**config.mk**
```make
export PLATFORM = sky130hd
export DESIGN_NAME = manhattan_sequence_generator
export DESIGN_NICKNAME = d
export VERILOG_FILES = /design/src/rtl/manhattan_sequence_generator_pkg.sv /design/src/rtl/manhattan_sequence_generator_down_counter.sv /design/src/rtl/manhattan_sequence_generator.sv
export SDC_FILE = /design/constraint.sdc
export NUM_CORES = 1
export LEC_CHECK = 0
export ABC_AREA = 1
export CORE_MARGIN = 3
export CORE_UTILIZATION = 40
export CTS_CLUSTER_SIZE = 16
export DETAILED_ROUTE_END_ITERATION = 8
export MAX_ROUTING_LAYER = met4
export PLACE_DENSITY_LB_ADDON = 0.15
export RECOVER_POWER = 25
export SETUP_SLACK_MARGIN = 0.05
export SYNTH_ARGS = -nofsm -noshare
export SYNTH_HDL_FRONTEND = slang
export SYNTH_SLANG_ARGS = --single-unit
```
**constraint.sdc**
```tcl
create_clock -name clock -period 1.8 [get_ports clock]
set_input_delay 0.36 -clock clock [delete_from_list [all_inputs] [get_ports clock]]
set_output_delay 0.36 -clock clock [all_outputs]
set_load 0.01 [all_outputs]
```
**src/rtl/manhattan_sequence_generator_pkg.sv**
```systemverilog
// Shared types and constants for the Manhattan serial pattern transmitter.
// Holds the FSM state encoding, the power-up pattern and named test patterns.
package manhattan_seq_pkg;

   typedef enum logic [1:0] {
      IDLE = 2'd0,
      SEND = 2'd1,
      GAP  = 2'd2,
      FIN  = 2'd3
   } seqState_e;

   localparam logic [7:0] DEFAULT_PATTERN = 8'b0011_0101;
   localparam int         DEFAULT_LEN     = 6;

   localparam logic [5:0] PAT_GOOD = 6'b110101;
   localparam logic [5:0] PAT_ALT  = 6'b101010;
   localparam logic [5:0] PAT_ONES = 6'b111111;

endpackage

```
**src/rtl/manhattan_sequence_generator_down_counter.sv**
```systemverilog
// Loadable down counter with a zero flag, used for the bit, repeat and gap
// counters of the pattern transmitter. Saturates at zero.
module manhattan_down_counter #(
   parameter int W = 4
) (
   input  logic         clock,
   input  logic         reset,
   input  logic         load,
   input  logic [W-1:0] loadValue,
   input  logic         decrement,
   output logic [W-1:0] value,
   output logic         zero
);

   // Load has priority over decrement so a reload on the last count of a
   // frame starts the next frame without a bubble.
   always_ff @(posedge clock) begin
      if (reset) begin
         value <= '0;
      end else if (load) begin
         value <= loadValue;
      end else if (decrement && (value != '0)) begin
         value <= value - W'(1);
      end
   end

   assign zero = (value == '0);

endmodule

```
**src/rtl/manhattan_sequence_generator.sv**
```systemverilog
// Serial pattern transmitter: sends a latched pattern MSB-first, one bit per
// clock, with a repeat count and an idle gap between repetitions.
module manhattan_sequence_generator #(
   parameter int               PAT_W           = 8,
   parameter int               LEN_W           = $clog2(PAT_W + 1),
   parameter int               REP_W           = 4,
   parameter int               GAP_W           = 4,
   parameter logic [PAT_W-1:0] DEFAULT_PATTERN = manhattan_seq_pkg::DEFAULT_PATTERN,
   parameter int               DEFAULT_LEN     = manhattan_seq_pkg::DEFAULT_LEN
) (
   input  logic             clock,
   input  logic             reset,
   input  logic             start,
   input  logic [PAT_W-1:0] pattern_in,
   input  logic [LEN_W-1:0] len_in,
   input  logic [REP_W-1:0] rep_in,
   input  logic [GAP_W-1:0] gap_in,
   output logic             sequence_out,
   output logic             valid_out,
   output logic             frame_start,
   output logic             busy,
   output logic             done
);

   import manhattan_seq_pkg::*;

   seqState_e state, stateNext;

   logic [PAT_W-1:0] patternReg;
   logic [LEN_W-1:0] lenReg;
   logic [GAP_W-1:0] gapReg;

   logic [LEN_W-1:0] lenClamped;
   logic [REP_W-1:0] repRemainIn;
   logic [LEN_W-1:0] lastIdx;
   logic             accept;

   logic             bitLoad, bitDec, bitZero;
   logic [LEN_W-1:0] bitLoadVal, bitCnt;
   logic             repLoad, repDec, repZero;
   logic [REP_W-1:0] repCnt;
   logic             gapLoad, gapDec, gapZero;
   logic [GAP_W-1:0] gapCnt;

   logic seqNext, validNext, frameNext, busyNext, doneNext;

   function automatic logic bitOf(input logic [PAT_W-1:0] pat, input logic [LEN_W-1:0] idx);
      logic [PAT_W-1:0] shifted;
      shifted = pat >> idx;
      return shifted[0];
   endfunction

   // Oversized lengths are clamped to the pattern width; the repeat counter
   // holds repetitions remaining after the current one, so 0 and 1 both mean
   // a single repetition.
   always_comb begin
      lenClamped  = (len_in > LEN_W'(PAT_W)) ? LEN_W'(PAT_W) : len_in;
      repRemainIn = (rep_in == '0) ? '0 : rep_in - REP_W'(1);
      lastIdx     = lenReg - LEN_W'(1);
   end

   manhattan_down_counter #(.W(LEN_W)) bitCounter (
      .clock(clock), .reset(reset), .load(bitLoad), .loadValue(bitLoadVal),
      .decrement(bitDec), .value(bitCnt), .zero(bitZero)
   );

   manhattan_down_counter #(.W(REP_W)) repCounter (
      .clock(clock), .reset(reset), .load(repLoad), .loadValue(repRemainIn),
      .decrement(repDec), .value(repCnt), .zero(repZero)
   );

   manhattan_down_counter #(.W(GAP_W)) gapCounter (
      .clock(clock), .reset(reset), .load(gapLoad), .loadValue(gapReg - GAP_W'(1)),
      .decrement(gapDec), .value(gapCnt), .zero(gapZero)
   );

   // Next-state and next-output decode. Outputs are computed for the cycle
   // after the edge and registered, so the first bit of a frame appears one
   // cycle after start is accepted and nothing reaches the pins combinationally.
   always_comb begin
      stateNext  = state;
      accept     = 1'b0;
      bitLoad    = 1'b0;
      bitLoadVal = lastIdx;
      bitDec     = 1'b0;
      repLoad    = 1'b0;
      repDec     = 1'b0;
      gapLoad    = 1'b0;
      gapDec     = 1'b0;
      seqNext    = 1'b0;
      validNext  = 1'b0;
      frameNext  = 1'b0;
      busyNext   = 1'b0;
      doneNext   = 1'b0;
      case (state)
         IDLE: begin
            if (start) begin
               accept  = 1'b1;
               repLoad = 1'b1;
               if (lenClamped != '0) begin
                  stateNext  = SEND;
                  bitLoad    = 1'b1;
                  bitLoadVal = lenClamped - LEN_W'(1);
                  seqNext    = bitOf(pattern_in, lenClamped - LEN_W'(1));
                  validNext  = 1'b1;
                  frameNext  = 1'b1;
                  busyNext   = 1'b1;
               end else begin
                  stateNext = FIN;
                  doneNext  = 1'b1;
               end
            end
         end
         SEND: begin
            if (!bitZero) begin
               bitDec    = 1'b1;
               seqNext   = bitOf(patternReg, bitCnt - LEN_W'(1));
               validNext = 1'b1;
               busyNext  = 1'b1;
            end else if (!repZero) begin
               repDec   = 1'b1;
               busyNext = 1'b1;
               if (gapReg != '0) begin
                  stateNext = GAP;
                  gapLoad   = 1'b1;
               end else begin
                  bitLoad   = 1'b1;
                  seqNext   = bitOf(patternReg, lastIdx);
                  validNext = 1'b1;
                  frameNext = 1'b1;
               end
            end else begin
               stateNext = FIN;
               doneNext  = 1'b1;
            end
         end
         GAP: begin
            busyNext = 1'b1;
            if (gapZero) begin
               stateNext = SEND;
               bitLoad   = 1'b1;
               seqNext   = bitOf(patternReg, lastIdx);
               validNext = 1'b1;
               frameNext = 1'b1;
            end else begin
               gapDec = 1'b1;
            end
         end
         FIN: begin
            stateNext = IDLE;
         end
         default: begin
            stateNext = IDLE;
         end
      endcase
   end

   // State, job parameters and output registers. Reset abandons any frame in
   // flight without a done pulse and restores the power-up pattern.
   always_ff @(posedge clock) begin
      if (reset) begin
         state        <= IDLE;
         patternReg   <= DEFAULT_PATTERN;
         lenReg       <= LEN_W'(DEFAULT_LEN);
         gapReg       <= '0;
         sequence_out <= 1'b0;
         valid_out    <= 1'b0;
         frame_start  <= 1'b0;
         busy         <= 1'b0;
         done         <= 1'b0;
      end else begin
         state        <= stateNext;
         sequence_out <= seqNext;
         valid_out    <= validNext;
         frame_start  <= frameNext;
         busy         <= busyNext;
         done         <= doneNext;
         if (accept) begin
            patternReg <= pattern_in;
            lenReg     <= lenClamped;
            gapReg     <= gap_in;
         end
      end
   end

endmodule
```
# [After elaboration in Yosys (flattened, before gate mapping)]
# Index checks and enable logic that the tools add are counted.
[word_totals] memories=0 word_cells=101 out_inout_bits=5 ram_bits=0 rom_bits=0 ff_bits=35 latchBits=0 in_bits=23
[classes] div=0 n_bitwise=0 eq_ne=7 muxes=54 mul=0 magnitude_cmp=1 reduce_logical=17 n_shift=3 n_addsub=7
[op_table] operator="4-bit two-way mux" n=11
[op_table] operator="1-bit two-way mux" n=31
[op_table] operator="4-bit by 1-bit subtractor with 4-bit output, second input constant" n=7
[op_table] operator="8-bit by 4-bit right shift with 1-bit output" n=3
[op_table] operator="4-bit nonzero test" n=5
[op_table] operator="4-bit logical NOT" n=4
[op_table] operator="2-bit two-way mux" n=6
[op_table] operator="1-bit one-hot mux with 3 select lines" n=4
[op_table] operator="2-bit one-hot mux with 4 select lines" n=1
[op_table] operator="2-bit nonzero test" n=3
[op_table] operator="2-bit equality test, second input constant" n=2
[op_table] operator="4-bit > comparator, second input constant" n=1
[op_table] operator="2-bit != test, second input constant" n=2
[op_table] operator="4-bit AND reduction" n=1
[op_table] operator="1-bit logical AND" n=3
[op_table] operator="3-bit != test, second input constant" n=1
[op_table] operator="2-bit by 1-bit equality test with 1-bit output, second input constant" n=1
[op_table] operator="2-bit logical NOT" n=1
[op_table] operator="2-bit by 1-bit != test with 1-bit output, second input constant" n=1
[op_table] operator="1-bit one-hot mux with 2 select lines" n=1

# [Longest topological paths before layout]
# Gate-level depths: netlist (run 1).
[depth] depth_word=7 depth_mapped=15 depth_no_buf=15

# [By module]
# Synthesis (run 1) repeated with hierarchy kept, for this count alone.
[unflattened] hier_cells=350 area_unflattened_um2=2301.0
[by_module_without_submodules] mod="manhattan_sequence_generator" n_inst=1 cells_per_inst=227 area_per_inst_um2=1478.9 seq_area_each_um2=460.4
[by_module_without_submodules] mod="manhattan_down_counter" n_inst=3 cells_per_inst=41 area_per_inst_um2=274.0 seq_area_each_um2=80.1

# [Least setup slack after synthesis (run 1)]
# No wires, ideal clock.
[synth_path] kind="input to register" startpoint="in len_in[0]" endpoint="reg bitCounter.value[3]" setup_slack_ns=-0.049 setup_ns=0.109 stages=15 n_path_buf=0 required_ns=1.691 arrival_ns=1.740 cell_sequence="nor2_1 nand2_1 nand2_1 nand2_1 ha_1 inv_1 nor3_1 nor2_1 inv_1 nor2_1 a21oi_1 nand2_1 nand3_1 nand2_1 inv_1"
[synth_via] elab_chain_len=7 elab_cells_between_ends=12 classes_between="add/sub (1); order compare (1); mux (8); reduce/logical (2)"
[synth_lines] element="start: declaration" line_no="manhattan_sequence_generator.sv:15" source="input logic [LEN_W-1:0] len_in,"
[synth_lines] element="4-bit > comparator" line_no="manhattan_sequence_generator.sv:57" source="lenClamped = (len_in > LEN_W'(PAT_W)) ? LEN_W'(PAT_W) : len_in;"
[synth_lines] element="4-bit two-way mux *" line_no="manhattan_sequence_generator.sv:57"
[synth_lines] element="4-bit by 1-bit subtractor with 4-bit output or 4-bit nonzero test (tied branches)" line_no="manhattan_sequence_generator.sv:103, manhattan_sequence_generator.sv:100"
[synth_lines] element="4-bit two-way mux or 1-bit two-way mux (tied branches)" line_no="manhattan_sequence_generator.sv:100" source="if (lenClamped != '0) begin"
[synth_lines] element="4-bit two-way mux or 1-bit two-way mux (tied branches)" line_no="manhattan_sequence_generator.sv:97" source="if (start) begin"
[synth_lines] element="4-bit two-way mux or 1-bit one-hot mux with 3 select lines (tied branches)" line_no="manhattan_sequence_generator.sv:95" source="case (state)"
[synth_lines] element="4-bit two-way mux or 2-bit nonzero test (tied branches)"
[synth_lines] element="end signal: assignment" line_no="manhattan_sequence_generator_down_counter.sv:21" source="value <= loadValue;"
[synth_lines] element="end signal: assignment" line_no="manhattan_sequence_generator_down_counter.sv:23" source="value <= value - W'(1);"
[synth_lines] element="end: declaration" line_no="manhattan_sequence_generator_down_counter.sv:11" source="output logic [W-1:0] value,"
# Mark *: on every way between the ends. The rest lies on a longest branch, timed or not.
# A chain may end at the register's enable or synchronous reset.

# [Worst setup path after layout (run 1)]
[layout_path] startpoint="reg bitCounter.value[1]" endpoint="reg gapCounter.value[2]"
[layout_via] elab_chain_len=4 elab_cells_between_ends=5 classes_between="mux (3); reduce/logical (2)"
[layout_lines] element="4-bit logical NOT *" line_no="manhattan_sequence_generator_down_counter.sv:27" source="assign zero = (value == '0);"
[layout_lines] element="1-bit two-way mux *" line_no="manhattan_sequence_generator.sv:115" source="if (!bitZero) begin"
[layout_lines] element="1-bit two-way mux *" line_no="manhattan_sequence_generator.sv:95"
[layout_lines] element="4-bit two-way mux or 2-bit nonzero test (tied branches)"
[layout_lines] element="end signal: assignment" line_no="manhattan_sequence_generator_down_counter.sv:21"
[layout_lines] element="end signal: assignment" line_no="manhattan_sequence_generator_down_counter.sv:23"
[layout_lines] element="end: declaration" line_no="manhattan_sequence_generator_down_counter.sv:11"
# Marks and branches as above.

==> impl_metrics.csv, run 1 <==
group,metric,value,unit
placed_design,hpwl,3800,um
routing,via_per_inst,4.82,
setup_path,start_kind,"flip-flop",
final_layout,final_common_cell,"nand2_1",
setup_path,r2r_start,"bitCounter.value[1]",
cts,path_clk_slew,0.07,ns
final_layout,final_util,0.588,
synthesis,ys_seq_elements,35,
setup_path,arrival,1.92,ns
synthesis,synth_edf_count,0,
floorplanning,boundaryPins,28,
synthesis,ys_types,31,
grt,antenna_found_initial,0,
floorplanning,initial_core_util,0.426,
synthesis,syn-cell-area,2080,um2
sta,hold_viol,0,
cts,ctsHoldBuffers,0,
routing,drt_pre_antenna_iters,4,
routing,final_antenna_net_count,0,
sta,setup_viol,0,
placed_design,dp_cells,429,
pwr,pwr-share-seq,0.290,
setup_path,reg2reg_setup_slack,0.12,ns
grt,grt_pass1_vias,1918,
grt,grt-ovfl-total,0,
grt,grt_max_degree,16,
cts,numCtsBuffers,5,
setup_path,setup.worst_path.class,"flip-flop to flip-flop",
setup_path,crit_slowest_cell,"dfxtp_1",
final_layout,areaGrowthSynthToFinish,38.1,%
synthesis,synth_top_family_by_area,"simple AND/OR/NAND/NOR gates",
cts,cts_sinks,35,
floorplanning,core,4880,um2
setup_path,setup.worst_path.end_class,"flip-flop",
pwr,swShare,0.418,
floorplanning,die-area,6090,um2
final_layout,nets,408,
final_layout,layout_common_cells,"53 x nand2_1, 39 x inv_1, 39 x buf_4",
pwr,powerDensity,1440,nW/um2
sta,skew,0.00654,ns
routing,drt_wl_total,5020,um
sta,period_needed,1.68,ns
sta,worstMarginPinSlew,0.380,ns
final_layout,drive_gt1_frac,0.216,
pwr,p_comb_frac,0.556,
routing,route.detailed.drc,0,
placed_design,gp_congestion,0.853,
final_layout,diodes,0,
routing,wire_per_inst,11.2,um
synthesis,synth.top_cell.area_share,0.337,
synthesis,ys_warn_count,0,
grt,grtUsageTotal,0.179,
min_path,hold_path_depth,2,
setup_path,path_cells,"inv_2 > ha_4 > nand3_4 > nor2_8 > buf_4 > nand3b_1 > nand2_1 > ha_2 > or2_1 > nand3_1 > nand2_1 > inv_1",
pwr,p_total,0.00413,W
setup_path,crit_path_frequent_cell,"nand2_1",
synthesis,synthMuxAreaShare,0,
min_path,hold_path.class,"flip-flop to flip-flop",
final_layout,final_cells,447,
setup_path,r2r_end,"gapCounter.value[2]",
synthesis,synthAdderAreaFrac,0.0361,
synthesis,synthSimpleGateAreaFrac,0.313,
cts,root_buffer,"clkbuf_8",
floorplanning,die_y,78.1,um
run,maxCapViolCount,0,
sta,rsz0062_at_grt,"yes",
setup_path,path_max_fanout,4,
sta,relSlewSlack,0.747,
floorplanning,fp.dieW,78.1,um
synthesis,ys_seq_area_frac,0.337,
setup_path,worstPathRequired,2.04,ns
synthesis,yosysTopAreaCell,"dfxtp_1",
sta,maxClockFrequency,597,MHz
synthesis,synthArstFlopShare,0,
placed_design,port-buffer-count,27,
synthesis,synth_compound_area_frac,0.174,
min_path,hold_end,"gapReg[2]",
synthesis,synth_nets,342,
pwr,intPower,0.00241,W
pwr,ir_drop,700,uV
setup_path,reg2reg_depth,12,
cts,cts_tree,"done",
cts,clk_latency,0.29,ns
synthesis,syn_avg_cell_area,6.64,um2
cts,cts_max_level,2,
pwr,p_sw,0.00173,W
synthesis,synth_xor_area_frac,0.0337,
sta,slew_violations,0,
grt,grt_pass1_wl,8550,um
synthesis,synthTopCellsByArea,"dfxtp_1 34%, nand2_1 10%, inv_1 8.0%, o21ai_0 7.0%, nand3_1 6.7%",
pwr,leakagePower,1.36,nW
pwr,clockPowerShare,0.153,
min_path,hold_path.startpoint,"gapReg[2]",
final_layout,finish.instance_area,2870,um2
placed_design,placed_cell_area,2630,um2
floorplanning,core.rowCount,25,
synthesis,ys.flop_type,"dfxtp_1",
outcome,status,"finished clean",
synthesis,syn_inst,313,
cts,cts_buffer_depth,2,
routing,drtIter0Drc,154,
setup_path,slowest_delay,0.35,ns
routing,vias,2156,
sta,timing.final.crit_share,0.931,
per-stage QoR:
step	worst slack (ns)	hold WS (ns)	TNS, ns
global placement	-0.389	0.459	-2.84
detailed placement	-0.461	0.460	-3.43
CTS	0.0581	0.471	0
global route	-0.0115	0.481	-0.0115
finish	0.124	0.470	0
floorplan	0.0499	0.429	0
routing by layer:
layer,up-vias,GRT usage,part of all wire
met5,-,-,0
met4,0,0.0664,0.011
met3,5,0.0378,0.052
met2,61,0.269,0.45
met1,932,0.239,0.49
li1,1158,-,-
sequential cells by signal, indices dropped and copies added, names as in the netlist:
| name | count |
|---|---|
| lenReg | 4 |
| busy | 1 |
| bitCounter.value | 4 |
| state | 2 |
| valid_out | 1 |
| frame_start | 1 |
| sequence_out | 1 |
| repCounter.value | 4 |
| done | 1 |
| patternReg | 8 |
| gapCounter.value | 4 |
| gapReg | 4 |
worst max-delay path, delay by kind of cell, from the launching register on:
family / cells / cell delay [ns]
adder cells (fa/ha/maj): 2 / 0.35
buffers and inverters: 3 / 0.24
flip-flops: 1 / 0.35
AND/OR/NAND/NOR: 7 / 0.68
synthesized netlist by cell type, drive strengths merged, types with 5 or more instances:
| master | instances |
|---|---|
| a21oi | 21 |
| buf | 6 |
| dfxtp | 35 |
| ha | 6 |
| inv | 49 |
| nand2 | 60 |
| nand3 | 29 |
| nor2 | 39 |
| nor3 | 5 |
| o211ai | 8 |
| o21ai | 29 |
| xor2 | 5 |
worst max-delay path by stage:
stage / start / slack (ns) / endpoint / cells after the start
global route: bitCounter.value[1] / -0.01 / gapCounter.value[2] / 12
floorplan: len_in[0] / 0.05 / bitCounter.value[3] / 15
CTS: repCounter.value[0] / 0.06 / gapCounter.value[2] / 13
finish: bitCounter.value[1] / 0.12 / gapCounter.value[2] / 12
global placement: len_in[0] / -0.39 / bitCounter.value[3] / 16
detailed placement: len_in[2] / -0.46 / bitCounter.value[0] / 14
layout make-up:
| cell class | count | area, um2 |
|---|---|---|
| Clock buffer | 8 | 100 |
| Fill cell | 486 | 2010 |
| Inverter | 49 | 184 |
| Multi-Input combinational cell | 221 | 1230 |
| Sequential cell | 35 | 704 |
| Tap cell | 67 | 83.8 |
| Timing Repair Buffer | 67 | 563 |
repair_timing:
| action | in CTS | in global routing |
|---|---|---|
| endpoints found under the hold margin | 0 | 0 |
| pin swaps | 8 | 10 |
| buffers inserted | 6 | 4 |
| resized for setup | 14 | 15 |
| endpoints found under the setup margin | 9 | 8 |
| cloned | 0 | 0 |
cell families (layout without fill, tap and decap cells):
group / after synthesis / count (layout)
AND/OR/NAND/NOR: 142 / 142
AO/OA/AOI/OAI: 65 / 65
buffers and inverters: 57 / 124
flip-flops: 35 / 35
XOR/XNOR: 8 / 8
adder cells (fa/ha/maj): 6 / 6
power by group through the flow:
stage,Sequential [W],Clock (W),Combinational (W)
floorplan,0.00119,0,0.00145
global placement,0.00120,0,0.00207
detailed placement,0.00120,0,0.00209
CTS,0.00119,0.000653,0.00219
global route,0.00123,0.000696,0.00265
finish,0.00120,0.000633,0.00230
(Power assumes the default switching activity.)
==> run 2: changes to the inputs <==
--- a/config.mk
+++ b/config.mk
@@ -10,6 +10,7 @@
 export CORE_UTILIZATION = 40
 export CTS_CLUSTER_SIZE = 16
 export DETAILED_ROUTE_END_ITERATION = 8
+export GPL_TIMING_DRIVEN = 0
 export MAX_ROUTING_LAYER = met4
 export PLACE_DENSITY_LB_ADDON = 0.15
 export RECOVER_POWER = 25
==> run 2 against run 1 <==
  * Via count up 0.70%
  * Final cell count down 3.8%
  * First-iteration DRC count down 21%
  * Critical path type is now input port to flip-flop
  * Largest cell class unchanged
  * Global-route usage up 0.85 points
==> impl_metrics.csv, run 2 (synthesis gave the netlist of run 1 again) <==
group,metric,value,unit
outcome,status,"finished clean",
setup_path,setup.worst_path.class,"input port to flip-flop",
placed_design,place_ws,-0.984,ns
pwr,leakagePower,1.32,nW
cts,clk_latency,0.30,ns
grt,grt_pass1_wl,8870,um
routing,wire_per_inst,12.8,um
routing,route.detailed.drc,0,
setup_path,start_kind,"input port",
grt,grt_max_degree,13,
routing,via_per_inst,5.05,
floorplanning,core.rowCount,25,
sta,setup_viol,0,
run,maxCapViolCount,0,
sta,slew_violations,0,
routing,vias,2171,
pwr,p_total,0.00446,W
min_path,hold_path_depth,3,
sta,period_needed,1.70,ns
setup_path,reg2reg_depth,12,
placed_design,hpwl,3800,um
final_layout,final_util,0.581,
routing,drt_pre_antenna_iters,4,
final_layout,diodes,0,
routing,drtIter0Drc,122,
cts,cts_tree,"done",
pwr,ir_drop,587,uV
cts,root_buffer,"clkbuf_8",
sta,hold_viol,0,
setup_path,path_cells,"dlygate4sd2_1 > nor2_1 > nand2_1 > nand2_1 > nand2_4 > ha_4 > inv_4 > nor3_4 > nor2_4 > inv_4 > nor2_4 > a21oi_2 > nand2_1 > nand3_1 > nand2_1 > inv_1",
floorplanning,initial_core_util,0.426,
routing,drt_wl_total,5500,um
cts,cts_max_level,2,
final_layout,finish.instance_area,2840,um2
final_layout,top_register,"patternReg",
placed_design,placed_cell_area,2440,um2
grt,antenna_found_initial,0,
sta,skew,0.00984,ns
sta,maxClockFrequency,589,MHz
sta,timing.final.crit_share,0.944,
setup_path,setup.worst_path.end_class,"flip-flop",
final_layout,largest_reg_flops,8,
cts,path_clk_slew,0.08,ns
final_layout,drive_gt1_frac,0.218,
sta,finalWorstSetupSlack,0.101,ns
setup_path,slowest_delay,0.24,ns
setup_path,worstPathRequired,2.00,ns
setup_path,arrival,1.90,ns
placed_design,port-buffer-count,27,
cts,cts_sinks,35,
cts,numCtsBuffers,5,
final_layout,layout_common_cells,"52 x nand2_1, 37 x inv_1, 31 x dfxtp_1",
final_layout,nets,391,
floorplanning,die_y,78.1,um
final_layout,final_common_cell,"nand2_1",
grt,grt-ovfl-total,0,
min_path,hold_path.class,"input port to flip-flop",
sta,worstMarginPinSlew,0.473,ns
floorplanning,fp.dieW,78.1,um
setup_path,crit_slowest_cell,"dlygate4sd2_1",
placed_design,gp_congestion,0.833,
floorplanning,core,4880,um2
sta,rsz0062_at_grt,"yes",
grt,grtUsageTotal,0.188,
sta,relSlewSlack,0.685,
setup_path,crit_path_frequent_cell,"nand2_1",
grt,grt_pass1_vias,1938,
pwr,powerDensity,1570,nW/um2
sta,hold_ws,0.398,ns
routing,final_antenna_net_count,0,
final_layout,areaGrowthSynthToFinish,36.6,%
floorplanning,die-area,6090,um2
cts,cts_buffer_depth,2,
setup_path,path_max_fanout,6,
floorplanning,boundaryPins,28,
## run 2: area by class of cell
class	instances	area [um2]
Buffer	8	42.5
Clock buffer	5	68.8
Clock inverter	3	67.6
Fill cell	507	2040
Inverter	49	191
Multi-Input combinational cell	221	1300
Sequential cell	35	708
Tap cell	67	83.8
Timing Repair Buffer	42	370
## run 2: what timing repair did
| item | CTS | global route |
|---|---|---|
| endpoints found under the setup margin | 13 | 14 |
| hold buffers | 0 | 0 |
| pin swaps | 8 | 15 |
| buffers inserted | 7 | 8 |
| resized for setup | 25 | 35 |
## run 2: per-layer routing
layer  track usage  wire length, um  up-vias
li1              -                -     1119
met1         0.240             2580      989
met2         0.299             2590       55
met3        0.0390              268        8
met4        0.0612               70        0
met5             -                0        -
## run 2: report_power, final
group	internal (W)	switching (W)	total [W]
Sequential	0.00104	0.000179	0.00122
Combinational	0.00100	0.00138	0.00239
Clock	0.000552	0.000305	0.000857
Total	0.00259	0.00187	0.00446
## run 2: worst paths after layout
check	startpoint	endpoint	slack (ns)
setup / recovery	len_in[1]	bitCounter.value[3]	0.10
hold / removal	len_in[3]	lenReg[3]	0.40
setup reg to reg	bitCounter.value[0]	gapCounter.value[2]	0.13
hold reg to reg	gapReg[2]	gapReg[2]	0.48
## run 2: metrics by stage
| stage | std cells | TNS (ns) |
|---|---|---|
| final | 430 | 0 |
| after detailed placement | 407 | -9.14 |
| after floorplan | 313 | 0 |
| after CTS | 422 | 0 |
| after global routing | 430 | -0.00435 |
| after global placement | 407 | -9.07 |
## run 2: worst max-delay path, delay by kind of cell
kind	cells	cell delay, ns
buffers and inverters	4	0.42
and+or+nand+nor	10	0.89
adders and majority gates	1	0.16
AOI/OAI and AO/OA	1	0.05
==> edit 1: new RTL, settings of run 1 <==
Register the output `done` once more, cleared by the reset; this adds one clock of latency there. The other outputs are not delayed to match.
--- a/src/rtl/manhattan_sequence_generator.sv
+++ b/src/rtl/manhattan_sequence_generator.sv
@@ -23,6 +23,8 @@
 );
 
    import manhattan_seq_pkg::*;
+
+   logic done_s0;
 
    seqState_e state, stateNext;
 
@@ -167,14 +169,14 @@
          valid_out    <= 1'b0;
          frame_start  <= 1'b0;
          busy         <= 1'b0;
-         done         <= 1'b0;
+         done_s0      <= 1'b0;
       end else begin
          state        <= stateNext;
          sequence_out <= seqNext;
          valid_out    <= validNext;
          frame_start  <= frameNext;
          busy         <= busyNext;
-         done         <= doneNext;
+         done_s0      <= doneNext;
          if (accept) begin
             patternReg <= pattern_in;
             lenReg     <= lenClamped;
@@ -183,4 +185,12 @@
       end
    end
 
+   always_ff @(posedge clock) begin
+      if (reset) begin
+         done <= '0;
+      end else begin
+         done <= done_s0;
+      end
+   end
+
 endmodule
Behaviour: not the same (a bounded check fails within 4 cycles, from zero or initial values and one cycle with reset high).
==> edit 1 against run 1 <==
  * Sequential cell count increased by 1
  * Power is 1.9% higher
  * Synthesized cell count up 2.9%
  * Worst setup slack improved by 0.020 ns
  * Largest cell class unchanged
  * Wire length grew 1.7%
  * Critical path depth up 1
  * Synthesized area is 2.1% higher
  * Final area grew 1.6%
  * Clock skew increased by 0.0029 ns
  * Utilization increased by 0.57 points
  * Critical path type unchanged
==> edit 1: results (changes against run 1) <==
[status]
status=finished clean

[critical_path]
r2r_slack_ns=0.14  ; +0.02 ns
rr_startpoint=repCounter.value[0]$_SDFFE_PP0P_
crit_fanout=5  ; +1
rr_worst_depth=13  ; +1

[grt]
grt_start_max_net_pins=15  ; -1
grt_usage_pct=18.1  ; +0.18 points
grt_pass1_wl_um=8820  ; +3.1%
grt_pass1_vias=1968  ; +2.6%

[yosys]
yosys-top-cells-count=nand2_1, inv_1, nor2_1, dfxtp_1, o21ai_0
synth_nets=351  ; +2.6%
ys_types=29  ; -6.5%
yosysTopAreaCellShare_pct=34.0  ; +0.25 points
ys_seq_area_share_pct=34.0  ; +0.25 points
ys_top_cells_by_area=dfxtp_1, nand2_1, inv_1, o21ai_0, nor2_1

[final_layout]
finalNetCount=413  ; +1.2%
antenna_cells=0  ; unchanged
layout-drive-gt1-share_pct=20.8  ; -0.75 points

[route]
initialDrtViolationCount=116  ; -25%
routed_wl_um=5100  ; +1.7%
vias_per_cell=4.81  ; -0.24%

[sta]
skew_ns=0.00944  ; +0.00290 ns
tightest_slew_ns=0.507  ; +0.127 ns

[pwr]
vdd_drop_max_mv=0.537  ; -23%
p_leak_nw=1.37  ; +0.22%

[placed_design]
dp_hpwl_um=3940  ; +3.5%
place_congestion=0.869  ; +1.8%
place_area_um2=2670  ; +1.5%
detailedPlace.worstSlack_ns=-0.434  ; +0.0269 ns

[min_path]
hold_end=done$_SDFF_PP0_
whs_path_depth=2  ; unchanged
hp-start=done_s0$_SDFF_PP0_

==> edit 1: worst max path at each step <==
| stage | to | slack, ns | cells past startpoint | start |
|---|---|---|---|---|
| floorplan | bitCounter.value[0]$_SDFFE_PP0P_ | 0.05 | 14 | len_in[0] |
| global placement | bitCounter.value[3]$_SDFFE_PP0P_ | -0.37 | 14 | len_in[0] |
| detailed placement | bitCounter.value[0]$_SDFFE_PP0P_ | -0.43 | 15 | len_in[2] |
| CTS | gapCounter.value[2]$_SDFFE_PP0P_ | 0.06 | 13 | repCounter.value[1]$_SDFFE_PP0P_ |
| global route | gapCounter.value[2]$_SDFFE_PP0P_ | 0.004 | 13 | repCounter.value[0]$_SDFFE_PP0P_ |
| finish | gapCounter.value[2]$_SDFFE_PP0P_ | 0.14 | 13 | repCounter.value[0]$_SDFFE_PP0P_ |
==> edit 1: layer usage <==
layer	up-vias	share of wire, %	wire [um]	GRT usage (%)
met3	7	4.7	238	3.74
met2	47	45	2270	27.2
met5	-	0	0	-
met1	953	49	2510	24.3
li1	1163	-	-	-
met4	0	1.5	79	6.19
==> edit 1: area by class of cell <==
type,count,area [um2]
clock buffer,6,72.6
clock inverter,1,5.00
fill,461,2000
inverter,56,215
multi-input combinational,222,1280
sequential,36,726
tap,67,83.8
timing repair buffer,63,528
==> edit 1: critical path, cell delays in order (launching register included) <==
cell,delay [ns]
dfxtp_2,0.33
inv_2,0.05
ha_4,0.17
nand3_4,0.07
nand2_4,0.06
nor2_4,0.15
buf_6,0.12
nand3b_1,0.10
nand2_2,0.12
ha_4,0.13
or2_1,0.09
nand3_1,0.06
nand2_1,0.07
inv_1,0.03
==> edit 1: kinds of logic (layout without fill, tap and decap cells) <==
| family | after synthesis | count (layout) | synth area share, % |
|---|---|---|---|
| buffers and inverters | 64 | 126 | 11.7 |
| AND/OR/NAND/NOR | 141 | 141 | 30.4 |
| XOR/XNOR | 7 | 7 | 2.89 |
| adder cells (fa/ha/maj) | 6 | 6 | 3.54 |
| flip-flops | 36 | 36 | 34.0 |
| AO/OA/AOI/OAI | 68 | 68 | 17.5 |
==> edit 1: what timing repair did <==
action                     4_1_cts  5_1_grt
pin swaps                       10       12
gates resized for setup         20       24
setup endpoints to repair        9       11
hold endpoints to repair         0        0
setup buffers                    3        3
==> edit 1: power breakdown <==
| part | internal [mW] | leakage [nW] | total (mW) | switching, mW |
|---|---|---|---|---|
| logic | 1.10 | 1.03 | 2.46 | 1.36 |
| registers | 1.04 | 0.298 | 1.21 | 0.161 |
| clock network | 0.263 | 0.0410 | 0.546 | 0.283 |
==> edit 1: stage by stage <==
stage,hold WS (ns),cells
after CTS,0.411,448
after floorplan,0.388,322
after detailed placement,0.402,438
final,0.408,451
after global routing,0.442,451
after global placement,0.395,438
==> edit 2: new RTL, flow settings as in run 1 <==
Without the edit above. `PAT_W`: 8 -> 16.
--- a/src/rtl/manhattan_sequence_generator.sv
+++ b/src/rtl/manhattan_sequence_generator.sv
@@ -1,7 +1,7 @@
 // Serial pattern transmitter: sends a latched pattern MSB-first, one bit per
 // clock, with a repeat count and an idle gap between repetitions.
 module manhattan_sequence_generator #(
-   parameter int               PAT_W           = 8,
+   parameter int               PAT_W           = 16,
    parameter int               LEN_W           = $clog2(PAT_W + 1),
    parameter int               REP_W           = 4,
    parameter int               GAP_W           = 4,
Interface: changed (resized len_in and pattern_in); port bits go from 28 to 37. The function was not compared with the original's and may differ.
==> edit 2 against run 1 <==
  * Final area up 34%
  * Highest routed layer unchanged
  * Critical path depth unchanged
  * Worst setup slack got worse by 0.11 ns
  * Power up 46%
  * Synthesized area rose by 33%
  * Wire length rose by 52%
  * First-iteration DRC count grew 29%
  * Critical endpoint unchanged
  * Sequential cell count increased by 10
==> edit 2: results (changes against run 1) <==
[yosys]
postSynthCellCount=423  ; +35%
ys_types=36  ; +16%
synth-adder-area-share_pct=2.27  ; -1.3 points
yosys.area_share.xor_xnor_pct=2.22  ; -1.1 points
ys_seq_area_share_pct=32.7  ; -1.1 points
synth_compound_area_share_pct=18.2  ; +0.75 points
synth_nets=460  ; +35%

[final_layout]
nMultiInputCombCells=316  ; +43%
inverters_excl_clock=45  ; -8.2%
layout-drive-gt1-share_pct=24.5  ; +2.9 points
nClkBuffers=6  ; -2
regArea_um2=905  ; +28%
stdcell_area_um2=3840  ; +34%
final-clk-cell-share_pct=2.51  ; -0.98 points
finalNetCount=538  ; +32%
num-nonclk-buffers=88  ; +31%
multi_input_area_um2=1800  ; +46%

[critical_path]
rr_startpoint=bitCounter.value[0]$_SDFFE_PP0P_
crit_fanout=6  ; +2
cpPeakStageDelay_ns=0.33  ; -0.02 ns
r2r_slack_ns=0.02  ; -0.11 ns

[pwr]
finalPower_mw=6.03  ; +46%
p_int_mw=3.35  ; +39%
p_leak_nw=1.73  ; +27%
vdd_drop_max_mv=0.488  ; -30%
seq-power_mw=1.61  ; +34%
comb-power_mw=3.75  ; +63%

[sta]
skew_ns=0.00868  ; +0.00214 ns
max_slew_margin_pct=62.1  ; -13 points
timing.hold.ws_ns=0.486  ; +0.0158 ns

[grt]
grt_pass1_vias=2560  ; +33%
grt_pass1_wl_um=11900  ; +39%
grt_usage_pct=19.8  ; +1.9 points
grt_start_max_net_pins=32  ; +16

[route]
routed_wl_um=7600  ; +52%
wl_met1_um=3700  ; +51%
num_vias=2944  ; +37%
dr_wl_met3_um=394  ; +50%
initialDrtViolationCount=198  ; +29%

[clock_tree]
clk_pin_slew_worst_paths_ns=0.09  ; +0.02 ns
cts_sinks=45  ; +29%

[placed_design]
placed_cells=550  ; +28%
place_area_um2=3390  ; +29%
detailedPlace.worstSlack_ns=-0.377  ; +0.0845 ns
place_congestion=0.902  ; +5.7%

[min_path]
hold_end=lenReg[4]$_SDFFE_PP0P_
hp-start=lenReg[4]$_SDFFE_PP0P_

[die]
core_area_um2=6490  ; +33%

[status]
status=finished clean

edit 2: changes by cell type after synthesis, sizes merged, moves of 3 or more:
cell | run 1 | this run
a211oi | 0 | 3
nor2 | 39 | 84
buf | 6 | 11
o211ai | 8 | 5
nand2 | 60 | 73
o21ai | 29 | 56
nand3 | 29 | 48
dfxtp | 35 | 45
inv | 49 | 44
or2 | 3 | 0
clkbuf | 2 | 6
edit 2: critical path, delay by kind of cell (launching register included):
| kind | cells | cell delay, ns |
|---|---|---|
| AO/OA/AOI/OAI | 2 | 0.18 |
| adder cells (fa/ha/maj) | 2 | 0.33 |
| flip-flops | 1 | 0.33 |
| buffers and inverters | 2 | 0.12 |
| AND/OR/NAND/NOR | 6 | 0.71 |
edit 2: repair_timing:
item / 4_1_cts / 5_1_grt
pin swaps: 15 / 25
setup buffers: 12 / 10
setup endpoints to repair: 11 / 15
hold buffers: 0 / 0
gates resized for setup: 22 / 47
edit 2: worst max-delay path by stage:
stage                                     start                          endpoint  slack [ns]  cells past startpoint
6_report       bitCounter.value[0]$_SDFFE_PP0P_  gapCounter.value[2]$_SDFFE_PP0P_        0.02                     12
5_1_grt        repCounter.value[0]$_SDFFE_PP0P_  bitCounter.value[1]$_SDFFE_PP0P_       -0.11                     14
4_1_cts        repCounter.value[0]$_SDFFE_PP0P_  repCounter.value[0]$_SDFFE_PP0P_        0.03                     11
3_5_place_dp                          len_in[1]           sequence_out$_SDFF_PP0_       -0.38                     12
3_3_place_gp                          len_in[1]           sequence_out$_SDFF_PP0_       -0.34                     12
2_1_floorplan  bitCounter.value[0]$_SDFFE_PP0P_  gapCounter.value[2]$_SDFFE_PP0P_       -0.03                     14
edit 2: cells by family after synthesis:
kind of cell    after synthesis
compound gates               90
flops                        45
fa+ha+maj                     5
xor+xnor                      7
buf+inv                      62
simple gates                214
